## src/rtl/smi_rx_burst_arbiter_pkg.sv

```systemverilog
// Shared definitions for the SMI RX burst arbiter: state encoding, channel ids
// and the tag byte layout that host software uses to demultiplex bursts.
package smi_rx_burst_arbiter_pkg;

   typedef enum logic [2:0] {
      ST_IDLE  = 3'd0,
      ST_HDR   = 3'd1,
      ST_PULL  = 3'd2,
      ST_WAIT  = 3'd3,
      ST_SHIFT = 3'd4
   } arbState_t;

   localparam logic CH_09 = 1'b0;
   localparam logic CH_24 = 1'b1;

   // Tag byte: [7:4] fixed nibble, [3:1] reserved zero, [0] channel id
   localparam int TAG_NIBBLE_LSB = 4;
   localparam int TAG_CH_BIT     = 0;

   function automatic logic [7:0] makeTag(input logic [3:0] nibble, input logic ch);
      return {nibble, 3'b000, ch};
   endfunction

endpackage

```

## src/rtl/smi_rx_burst_arbiter_rr_arb2.sv

```systemverilog
// Two-requester round-robin arbiter; remembers the last served requester and
// favours the other one on a tie.
module rr_arb2 (
   input  logic       sysClk_i,
   input  logic       reset_i,
   input  logic [1:0] req_i,
   input  logic       advance_i,
   output logic       grant_o,
   output logic       grantValid_o
);

   logic lastServed_q;
   logic lastServed_d;

   always_comb begin
      grantValid_o = |req_i;
      grant_o      = req_i[1];
      if (&req_i) begin
         grant_o = ~lastServed_q;
      end
      lastServed_d = lastServed_q;
      if (advance_i && grantValid_o) begin
         lastServed_d = grant_o;
      end
   end

   // Reset to 1 so that channel 0 wins the first tie
   always_ff @(posedge sysClk_i) begin
      if (reset_i) begin
         lastServed_q <= 1'b1;
      end else begin
         lastServed_q <= lastServed_d;
      end
   end

endmodule

```

## src/rtl/smi_rx_burst_arbiter.sv

```systemverilog
// Shares the SMI read byte stream between the 0.9 GHz and 2.4 GHz RX FIFOs:
// tagged bursts of 32-bit words, serialized MSB-first with stall timeout.
module smi_rx_burst_arbiter
   import smi_rx_burst_arbiter_pkg::*;
#(
   parameter int         BURST_WORDS   = 16,
   parameter int         STALL_TIMEOUT = 64,
   parameter logic [3:0] TAG_NIBBLE    = 4'hA
) (
   input  logic        i_sys_clk,
   input  logic        i_reset,
   input  logic [1:0]  i_ch_en,
   output logic        o_fifo_09_pull,
   input  logic [31:0] i_fifo_09_data,
   input  logic        i_fifo_09_empty,
   output logic        o_fifo_24_pull,
   input  logic [31:0] i_fifo_24_data,
   input  logic        i_fifo_24_empty,
   input  logic        i_byte_rd,
   output logic [7:0]  o_byte,
   output logic        o_byte_valid,
   output logic        o_active_ch,
   output logic        o_busy,
   output logic        o_read_req,
   output logic        o_underrun,
   input  logic        i_clear_err,
   output logic [15:0] o_burst_cnt
);

   localparam logic [7:0] BURST_LEN   = 8'(BURST_WORDS);
   localparam logic [7:0] STALL_LIMIT = 8'(STALL_TIMEOUT);

   arbState_t   state_q,    state_d;
   logic        activeCh_q, activeCh_d;
   logic [31:0] shift_q,    shift_d;
   logic [7:0]  byte_q,     byte_d;
   logic [1:0]  byteIdx_q,  byteIdx_d;
   logic [7:0]  wordCnt_q,  wordCnt_d;
   logic [7:0]  stallCnt_q, stallCnt_d;
   logic        underrun_q, underrun_d;
   logic [15:0] burstCnt_q, burstCnt_d;

   logic [1:0]  eligible;
   logic        grant;
   logic        grantValid;
   logic        activeEmpty;
   logic [31:0] activeData;
   logic        pullReq;
   logic        underrunSet;

   assign eligible    = i_ch_en & {~i_fifo_24_empty, ~i_fifo_09_empty};
   assign activeEmpty = (activeCh_q == CH_24) ? i_fifo_24_empty : i_fifo_09_empty;
   assign activeData  = (activeCh_q == CH_24) ? i_fifo_24_data  : i_fifo_09_data;

   rr_arb2 u_arb (
      .sysClk_i     (i_sys_clk),
      .reset_i      (i_reset),
      .req_i        (eligible),
      .advance_i    (state_q == ST_IDLE),
      .grant_o      (grant),
      .grantValid_o (grantValid)
   );

   always_comb begin
      state_d     = state_q;
      activeCh_d  = activeCh_q;
      shift_d     = shift_q;
      byte_d      = byte_q;
      byteIdx_d   = byteIdx_q;
      wordCnt_d   = wordCnt_q;
      stallCnt_d  = stallCnt_q;
      burstCnt_d  = burstCnt_q;
      pullReq     = 1'b0;
      underrunSet = 1'b0;

      case (state_q)
         ST_IDLE: begin
            if (grantValid) begin
               activeCh_d = grant;
               byte_d     = makeTag(TAG_NIBBLE, grant);
               state_d    = ST_HDR;
            end
         end
         ST_HDR: begin
            if (i_byte_rd) begin
               wordCnt_d  = 8'd0;
               stallCnt_d = 8'd0;
               state_d    = ST_PULL;
            end
         end
         // Only the active channel's emptiness matters; enables are not re-checked mid-burst
         ST_PULL: begin
            if (!activeEmpty) begin
               pullReq    = 1'b1;
               stallCnt_d = 8'd0;
               state_d    = ST_WAIT;
            end else if (stallCnt_q + 8'd1 == STALL_LIMIT) begin
               underrunSet = 1'b1;
               stallCnt_d  = 8'd0;
               state_d     = ST_IDLE;
            end else begin
               stallCnt_d = stallCnt_q + 8'd1;
            end
         end
         ST_WAIT: begin
            shift_d   = activeData;
            byte_d    = activeData[31:24];
            byteIdx_d = 2'd0;
            state_d   = ST_SHIFT;
         end
         ST_SHIFT: begin
            if (i_byte_rd) begin
               if (byteIdx_q == 2'd3) begin
                  wordCnt_d = wordCnt_q + 8'd1;
                  if (wordCnt_q + 8'd1 == BURST_LEN) begin
                     burstCnt_d = burstCnt_q + 16'd1;
                     state_d    = ST_IDLE;
                  end else begin
                     state_d = ST_PULL;
                  end
               end else begin
                  byteIdx_d = byteIdx_q + 2'd1;
                  byte_d    = shift_q[23:16];
                  shift_d   = {shift_q[23:0], 8'h00};
               end
            end
         end
         default: begin
            state_d = ST_IDLE;
         end
      endcase

      underrun_d = underrun_q;
      if (underrunSet) begin
         underrun_d = 1'b1;
      end else if (i_clear_err) begin
         underrun_d = 1'b0;
      end
   end

   always_ff @(posedge i_sys_clk) begin
      if (i_reset) begin
         state_q    <= ST_IDLE;
         activeCh_q <= 1'b0;
         shift_q    <= '0;
         byte_q     <= '0;
         byteIdx_q  <= '0;
         wordCnt_q  <= '0;
         stallCnt_q <= '0;
         underrun_q <= 1'b0;
         burstCnt_q <= '0;
      end else begin
         state_q    <= state_d;
         activeCh_q <= activeCh_d;
         shift_q    <= shift_d;
         byte_q     <= byte_d;
         byteIdx_q  <= byteIdx_d;
         wordCnt_q  <= wordCnt_d;
         stallCnt_q <= stallCnt_d;
         underrun_q <= underrun_d;
         burstCnt_q <= burstCnt_d;
      end
   end

   // Pulls are gated by reset so a reset landing in PULL never pops a word
   assign o_fifo_09_pull = pullReq && (activeCh_q == CH_09) && !i_reset;
   assign o_fifo_24_pull = pullReq && (activeCh_q == CH_24) && !i_reset;

   assign o_byte       = byte_q;
   assign o_byte_valid = (state_q == ST_HDR) || (state_q == ST_SHIFT);
   assign o_active_ch  = activeCh_q;
   assign o_busy       = (state_q != ST_IDLE);
   assign o_read_req   = o_byte_valid || (|eligible);
   assign o_underrun   = underrun_q;
   assign o_burst_cnt  = burstCnt_q;

endmodule

```

## config.mk

```make
export PLATFORM = sky130hd
export DESIGN_NAME = smi_rx_burst_arbiter
export DESIGN_NICKNAME = d
export VERILOG_FILES = /design/src/rtl/smi_rx_burst_arbiter_pkg.sv /design/src/rtl/smi_rx_burst_arbiter_rr_arb2.sv /design/src/rtl/smi_rx_burst_arbiter.sv
export SDC_FILE = /design/constraint.sdc
export NUM_CORES = 1
export LEC_CHECK = 0
export BUFFER_PORTS_ARGS = -buffer_cell sky130_fd_sc_hd__buf_2
export CORE_MARGIN = 1
export CORE_UTILIZATION = 30
export DETAILED_ROUTE_END_ITERATION = 8
export REMOVE_ABC_BUFFERS = 1
export SYNTH_ARGS = -nofsm -noshare
export SYNTH_HDL_FRONTEND = slang
export SYNTH_SLANG_ARGS = --single-unit
```

## constraint.sdc

```tcl
create_clock -name i_sys_clk -period 6.85 [get_ports i_sys_clk]
set_input_delay 2.055 -clock i_sys_clk [delete_from_list [all_inputs] [get_ports i_sys_clk]]
set_output_delay 2.055 -clock i_sys_clk [all_outputs]
set_load 0.1 [all_outputs]
```

==> results of run 1 <==
==> registers in the layout, summed over array words and instances, names as in the netlist <==
| register | count |
|---|---|
| wordCnt_q | 8 |
| o_active_ch | 1 |
| u_arb.lastServed_q | 1 |
| o_byte | 8 |
| state_q | 3 |
| o_burst_cnt | 16 |
| shift_q | 24 |
| byteIdx_q | 2 |
| stallCnt_q | 8 |
| o_underrun | 1 |
==> cell usage in the layout (no fill, tap or decap), drive strengths merged, types with 10 or more instances in the layout <==
cell type / Yosys / final
nor3: 13 / 13
nand2: 53 / 53
nor2: 49 / 49
a21oi: 65 / 65
buf: 4 / 105
or4: 11 / 11
nand3: 16 / 16
or3: 10 / 10
o21ai: 18 / 18
o211ai: 18 / 18
dfxtp: 72 / 72
mux2i: 36 / 36
==> cell families after synthesis <==
family,Yosys count,synth area share (%)
AOI/OAI and AO/OA,141,22.2
xor gates and xnor gates,6,1.36
adders and majority gates,4,1.29
buffers and inverters,40,3.91
DFF,72,37.2
muxes,36,9.30
and+or+nand+nor,190,24.8
==> stage by stage <==
stage                     utilization, %  hold WS (ns)
after floorplan                        -         0.430
after detailed placement            35.7         0.446
final                               38.2         0.454
after global placement              35.7         0.442
after CTS                           38.2         0.455
after global routing                38.2         0.471
==> cell usage after synthesis, drive strengths merged (2+ instances only) <==
| library cell | count | area (sq um) |
|---|---|---|
| nand3 | 16 | 85.1 |
| or4 | 11 | 86.3 |
| nor3b | 3 | 22.5 |
| nand2b | 6 | 37.5 |
| o31ai | 9 | 67.6 |
| nor3 | 13 | 65.1 |
| nor2b | 2 | 12.5 |
| and2 | 2 | 12.5 |
| o21ai | 18 | 90.1 |
| o311ai | 2 | 17.5 |
| clkbuf | 31 | 116 |
| a21o | 2 | 15.0 |
| buf | 4 | 16.3 |
| or3 | 10 | 62.6 |
| mux2i | 36 | 360 |
| nor2 | 49 | 184 |
| o22a | 2 | 17.5 |
| xor2 | 4 | 35.0 |
| a21oi | 65 | 325 |
| and4 | 2 | 17.5 |
| a211oi | 8 | 60.1 |
| a31oi | 4 | 25.0 |
| xnor2 | 2 | 17.5 |
| a22oi | 3 | 22.5 |
| inv | 5 | 18.8 |
| nand2 | 53 | 199 |
| nand3b | 9 | 67.6 |
| nand4 | 5 | 31.3 |
| dfxtp | 72 | 1440 |
| and3b | 2 | 17.5 |
| ha | 4 | 50.1 |
| a311oi | 2 | 17.5 |
| o211ai | 18 | 135 |
==> worst max-delay path, stage by stage <==
cell	delay, ns
buf_2	0.11
or3_1	0.35
nor3b_1	0.20
buf_2	0.46
==> final cells by class <==
type                    instances  area share, %
repair buffers                105           11.0
multi-input cells             377           47.4
inverters                       5          0.389
flip-flops and latches         72           29.9
clock buffers                   9           4.67
clock inverters                 7           2.10
well taps                     172           4.46
==> worst max path at each step <==
stage / endpoint / slack, ns / startpoint / cells past startpoint
2_1_floorplan: o_fifo_24_pull / 0.17 / i_reset / 2
3_3_place_gp: o_fifo_24_pull / 1.64 / i_reset / 4
3_5_place_dp: o_fifo_24_pull / 1.63 / i_reset / 4
4_1_cts: o_fifo_24_pull / 1.62 / i_reset / 4
5_1_grt: o_fifo_24_pull / 1.55 / i_reset / 4
6_report: o_fifo_24_pull / 1.62 / i_reset / 4
==> report_power, final <==
part	total, uW	internal, uW	switching [uW]
clock network	514	323	191
logic	485	129	357
registers	499	458	41.2
==> metal layers <==
metal / part of all wire (%) / vias up
met5: 0 / -
met4: 0.59 / 0
met3: 5.6 / 4
met2: 48 / 99
met1: 46 / 1740
li1: - / 1957
==> impl_metrics.env, run 1 <==
export IMPL_grt_overflow=0
export IMPL_drtIter0Drc=193
export IMPL_syn_mean_instance_area_sq_um=7.93
export IMPL_hold_class="flop to flop"
export IMPL_min_period_ns=5.23
export IMPL_avgViaCountPerCell=5.09
export IMPL_area_growth_pct=24.5
export IMPL_gp_congestion=0.829
export IMPL_clkLatencyLatePin_ns=0.33
export IMPL_grt_use_met1_pct=18.5
export IMPL_clk_pin_slew_ns=0.06
export IMPL_cts_tree="built"
export IMPL_layout_drive_gt1_share_pct=22.1
export IMPL_die_y_um=116
export IMPL_crit_required_ns=4.80
export IMPL_ctsHoldBuffers=0
export IMPL_routed_wl_um=9330
export IMPL_dieArea_sq_um=13400
export IMPL_min_to="shift_q[11]"
export IMPL_cts_resized=0
export IMPL_grt_max_degree=76
export IMPL_seq_area_sq_um=1440
export IMPL_use_met3_pct=4.24
export IMPL_ys_flop_type="dfxtp_1"
export IMPL_antenna_cells=0
export IMPL_criticalPathCategory="primary input to output port"
export IMPL_start_kind="primary input"
export IMPL_reg2reg_to="byteIdx_q[0]"
export IMPL_dr_pass1_iters=4
export IMPL_start_util_pct=30.7
export IMPL_rrSetupSlack_ns=3.84
export IMPL_place_port_buffers=102
export IMPL_maxSlewViolCount=0
export IMPL_dp_cells=731
export IMPL_synth_seq_cells=72
export IMPL_max_freq_mhz=191
export IMPL_post_route_period_util_pct=76.3
export IMPL_arrival_ns=3.17
export IMPL_top_usage_layer="met2"
export IMPL_p_total_uw=1500
export IMPL_worst_slack_ns=1.62
export IMPL_slew_headroom_pct=22.3
export IMPL_worstPathMaxFanout=2
export IMPL_synth_warnings=0
export IMPL_max_vdd_ir_drop_mv=0.143
export IMPL_min_from="shift_q[11]"
export IMPL_core_area_sq_um=12600
export IMPL_clock_skew_ns=0.00792
export IMPL_syn_area_sq_um=3880
export IMPL_grt_pass1_vias=3326
export IMPL_post_drt_wl_per_cell_um=12.5
export IMPL_synth_cell_types=51
export IMPL_multi_input_area_sq_um=2290
export IMPL_ant_nets=0
export IMPL_rows=41
export IMPL_fillCellCount=1347
export IMPL_syn_inst=489
export IMPL_cts_buffer_depth=2
export IMPL_post_route_drc_count=0
export IMPL_cts_made_buffers=9
export IMPL_grt_pass1_wl_um=15700
export IMPL_finalNetCount=646
export IMPL_layoutNonFillerInstCount=747
export IMPL_fin_area_sq_um=4830
export IMPL_tns_ns=0
export IMPL_h_tree_depth=3
export IMPL_antenna_found_initial=0
export IMPL_synth_edf_count=0
export IMPL_p_leak_uw=0.00183
export IMPL_use_met2_pct=24.7
export IMPL_async_reset_ff_share_pct=0
export IMPL_cap_violations=0
export IMPL_power_density_nw_per_um2=310
export IMPL_regToRegStartpoint="state_q[2]"
export IMPL_clock_root_buffer="clkbuf_16"
export IMPL_grt_use_total_pct=14.7
export IMPL_setup_violations=0
export IMPL_worst_slew_pin_slew_ns=1.17
export IMPL_die_x_um=116
export IMPL_whs_path_depth=2
export IMPL_cts_sinks=72
export IMPL_postCtsSetupRepairBufs=0
export IMPL_ioPinCount=103
export IMPL_report_final_hold_viol_count=0
export IMPL_cp_end_kind="output port"
export IMPL_detailed_place_hpwl_um=6280
export IMPL_num_vias=3800
export IMPL_rsz0062_at_grt="false"
export IMPL_status="completed"
export IMPL_postPlaceCellArea_sq_um=4500
export IMPL_synth_seq_area_share_pct=37.2
export IMPL_worstRegToRegCells=5
export IMPL_dp_slack_ns=1.63
Note: power is estimated with default switching activity, not from simulation.
==> run 2: changes to the inputs <==
==> constraint.sdc (replaced) <==
create_clock -name i_sys_clk -period 4.85 [get_ports i_sys_clk]
set_input_delay 1.455 -clock i_sys_clk [delete_from_list [all_inputs] [get_ports i_sys_clk]]
set_output_delay 1.455 -clock i_sys_clk [all_outputs]
set_load 0.1 [all_outputs]
==> run 2 against run 1 <==
  * Worst setup slack worse by 0.72 ns
  * Clock skew rose by 0.0021 ns
  * First-iteration DRC count unchanged
  * Via count about the same
  * Highest routed layer unchanged
  * Worst hold slack got worse by 0.0015 ns
  * Wire length is 1.9% higher
  * Critical endpoint unchanged
  * Core utilization grew 0.25 points
  * Critical path type unchanged
  * Clock power rose by 40%
  * Critical path depth unchanged
  * Die area did not move
==> impl_metrics.env, run 2 (synthesized netlist as in run 1, its figures left out) <==
export IMPL_status="completed"
export IMPL_core_area_sq_um=12600
export IMPL_cts_sinks=72
export IMPL_drtIter0Drc=193
export IMPL_cp_end_kind="output port"
export IMPL_layoutNonFillerInstCount=747
export IMPL_gp_congestion=0.798
export IMPL_crit_required_ns=3.39
export IMPL_power_density_nw_per_um2=436
export IMPL_worstPathMaxFanout=2
export IMPL_grt_max_degree=76
export IMPL_largest_register="shift_q"
export IMPL_ioPinCount=103
export IMPL_ant_nets=0
export IMPL_layout_drive_gt1_share_pct=22.1
export IMPL_die_y_um=116
export IMPL_clkLatencyLatePin_ns=0.34
export IMPL_hold_class="flop to flop"
export IMPL_slew_headroom_pct=22.3
export IMPL_fillCellCount=1346
export IMPL_area_growth_pct=25.3
export IMPL_ctsHoldBuffers=0
export IMPL_dieArea_sq_um=13400
export IMPL_final_cell_mix="buf_2, dfxtp_1, a21oi_1"
export IMPL_dr_pass1_iters=5
export IMPL_start_util_pct=30.7
export IMPL_min_period_ns=3.95
export IMPL_routed_wl_um=9510
export IMPL_grt_overflow=0
export IMPL_layout_commonest_cell="buf_2"
export IMPL_maxSlewViolCount=0
export IMPL_p_leak_uw=0.00183
export IMPL_report_final_hold_viol_count=0
export IMPL_start_kind="primary input"
export IMPL_grt_use_total_pct=15.1
export IMPL_post_drt_wl_per_cell_um=12.7
export IMPL_cts_buffer_depth=2
export IMPL_place_port_buffers=102
export IMPL_clock_root_buffer="clkbuf_16"
export IMPL_arrival_ns=2.50
export IMPL_num_vias=3801
export IMPL_criticalPathCategory="primary input to output port"
export IMPL_antenna_cells=0
export IMPL_clock_skew_ns=0.0100
export IMPL_cts_resized=0
export IMPL_holdWs_ns=0.453
export IMPL_h_tree_depth=3
export IMPL_multi_input_area_sq_um=2290
export IMPL_cts_tree="built"
export IMPL_avgViaCountPerCell=5.09
export IMPL_antenna_found_initial=0
export IMPL_cts_made_buffers=9
export IMPL_largest_register_ffs=24
export IMPL_worst_slew_pin_slew_ns=1.17
export IMPL_post_route_drc_count=0
export IMPL_clk_pin_slew_ns=0.06
export IMPL_max_vdd_ir_drop_mv=0.183
export IMPL_cap_violations=0
export IMPL_post_route_period_util_pct=81.5
export IMPL_postCtsSetupRepairBufs=0
export IMPL_setup_violations=0
export IMPL_rows=41
export IMPL_finalNetCount=646
export IMPL_die_x_um=116
export IMPL_detailed_place_hpwl_um=6470
export IMPL_final_util_pct=38.5
export IMPL_grt_pass1_vias=3498
export IMPL_seq_area_sq_um=1440
export IMPL_dp_cells=731
export IMPL_grt_pass1_wl_um=16200
export IMPL_rsz0062_at_grt="false"
export IMPL_max_freq_mhz=253
## run 2: changes by cell type in the layout (fill, tap and decap cells not counted)
cell | before | now
buf_2 | 102 | 100
clkinvlp_4 | 2 | 1
clkinv_4 | 0 | 2
buf_12 | 0 | 2
inv_6 | 3 | 2
## run 2: routing by layer
| metal | vias to the layer above | GRT usage, % | share of wire (%) |
|---|---|---|---|
| li1 | 1959 | - | - |
| met1 | 1763 | 18.2 | 47 |
| met2 | 77 | 26.0 | 48 |
| met3 | 2 | 4.71 | 4.7 |
| met4 | 0 | 4.36 | 0.44 |
| met5 | - | 0 | 0 |
## run 2: power breakdown
group          switching, uW  internal, uW  leakage [uW]
clock network            267           455      0.000157
logic                    507           183       0.00110
registers               57.9           646      0.000583
total                    831          1280       0.00183
## run 2: final cells by class
class                      count  area share, %
clock inverter                 7           2.11
timing repair buffer         105           11.6
sequential                    72           29.7
inverter                       5          0.386
clock buffer                   9           4.64
multi-input combinational    377           47.1
tap                          172           4.43
## run 2: worst paths after layout
| path | slack (ns) | to | start | cells after the start |
|---|---|---|---|---|
| max | 0.90 | o_fifo_24_pull | i_reset | 4 |
| min | 0.45 | shift_q[14] | shift_q[14] | 2 |
| max reg2reg | 1.82 | byteIdx_q[0] | state_q[2] | 5 |
| min reg2reg | 0.45 | shift_q[14] | shift_q[14] | 2 |
## run 2: through the flow
stage	cell area [sq um]	setup TNS, ns	setup slack, ns	power [uW]
after CTS	4860	0	0.884	2140
after detailed placement	4530	0	0.884	1410
after global placement	4530	0	0.903	1400
after floorplan	3740	-1.34	-0.888	1260
final	4860	0	0.898	2120
after global routing	4860	0	0.826	2240
## run 2: critical path, cell delays in order
cell	delay, ns
buf_2	0.10
or3_1	0.37
nor3b_1	0.34
buf_12	0.22
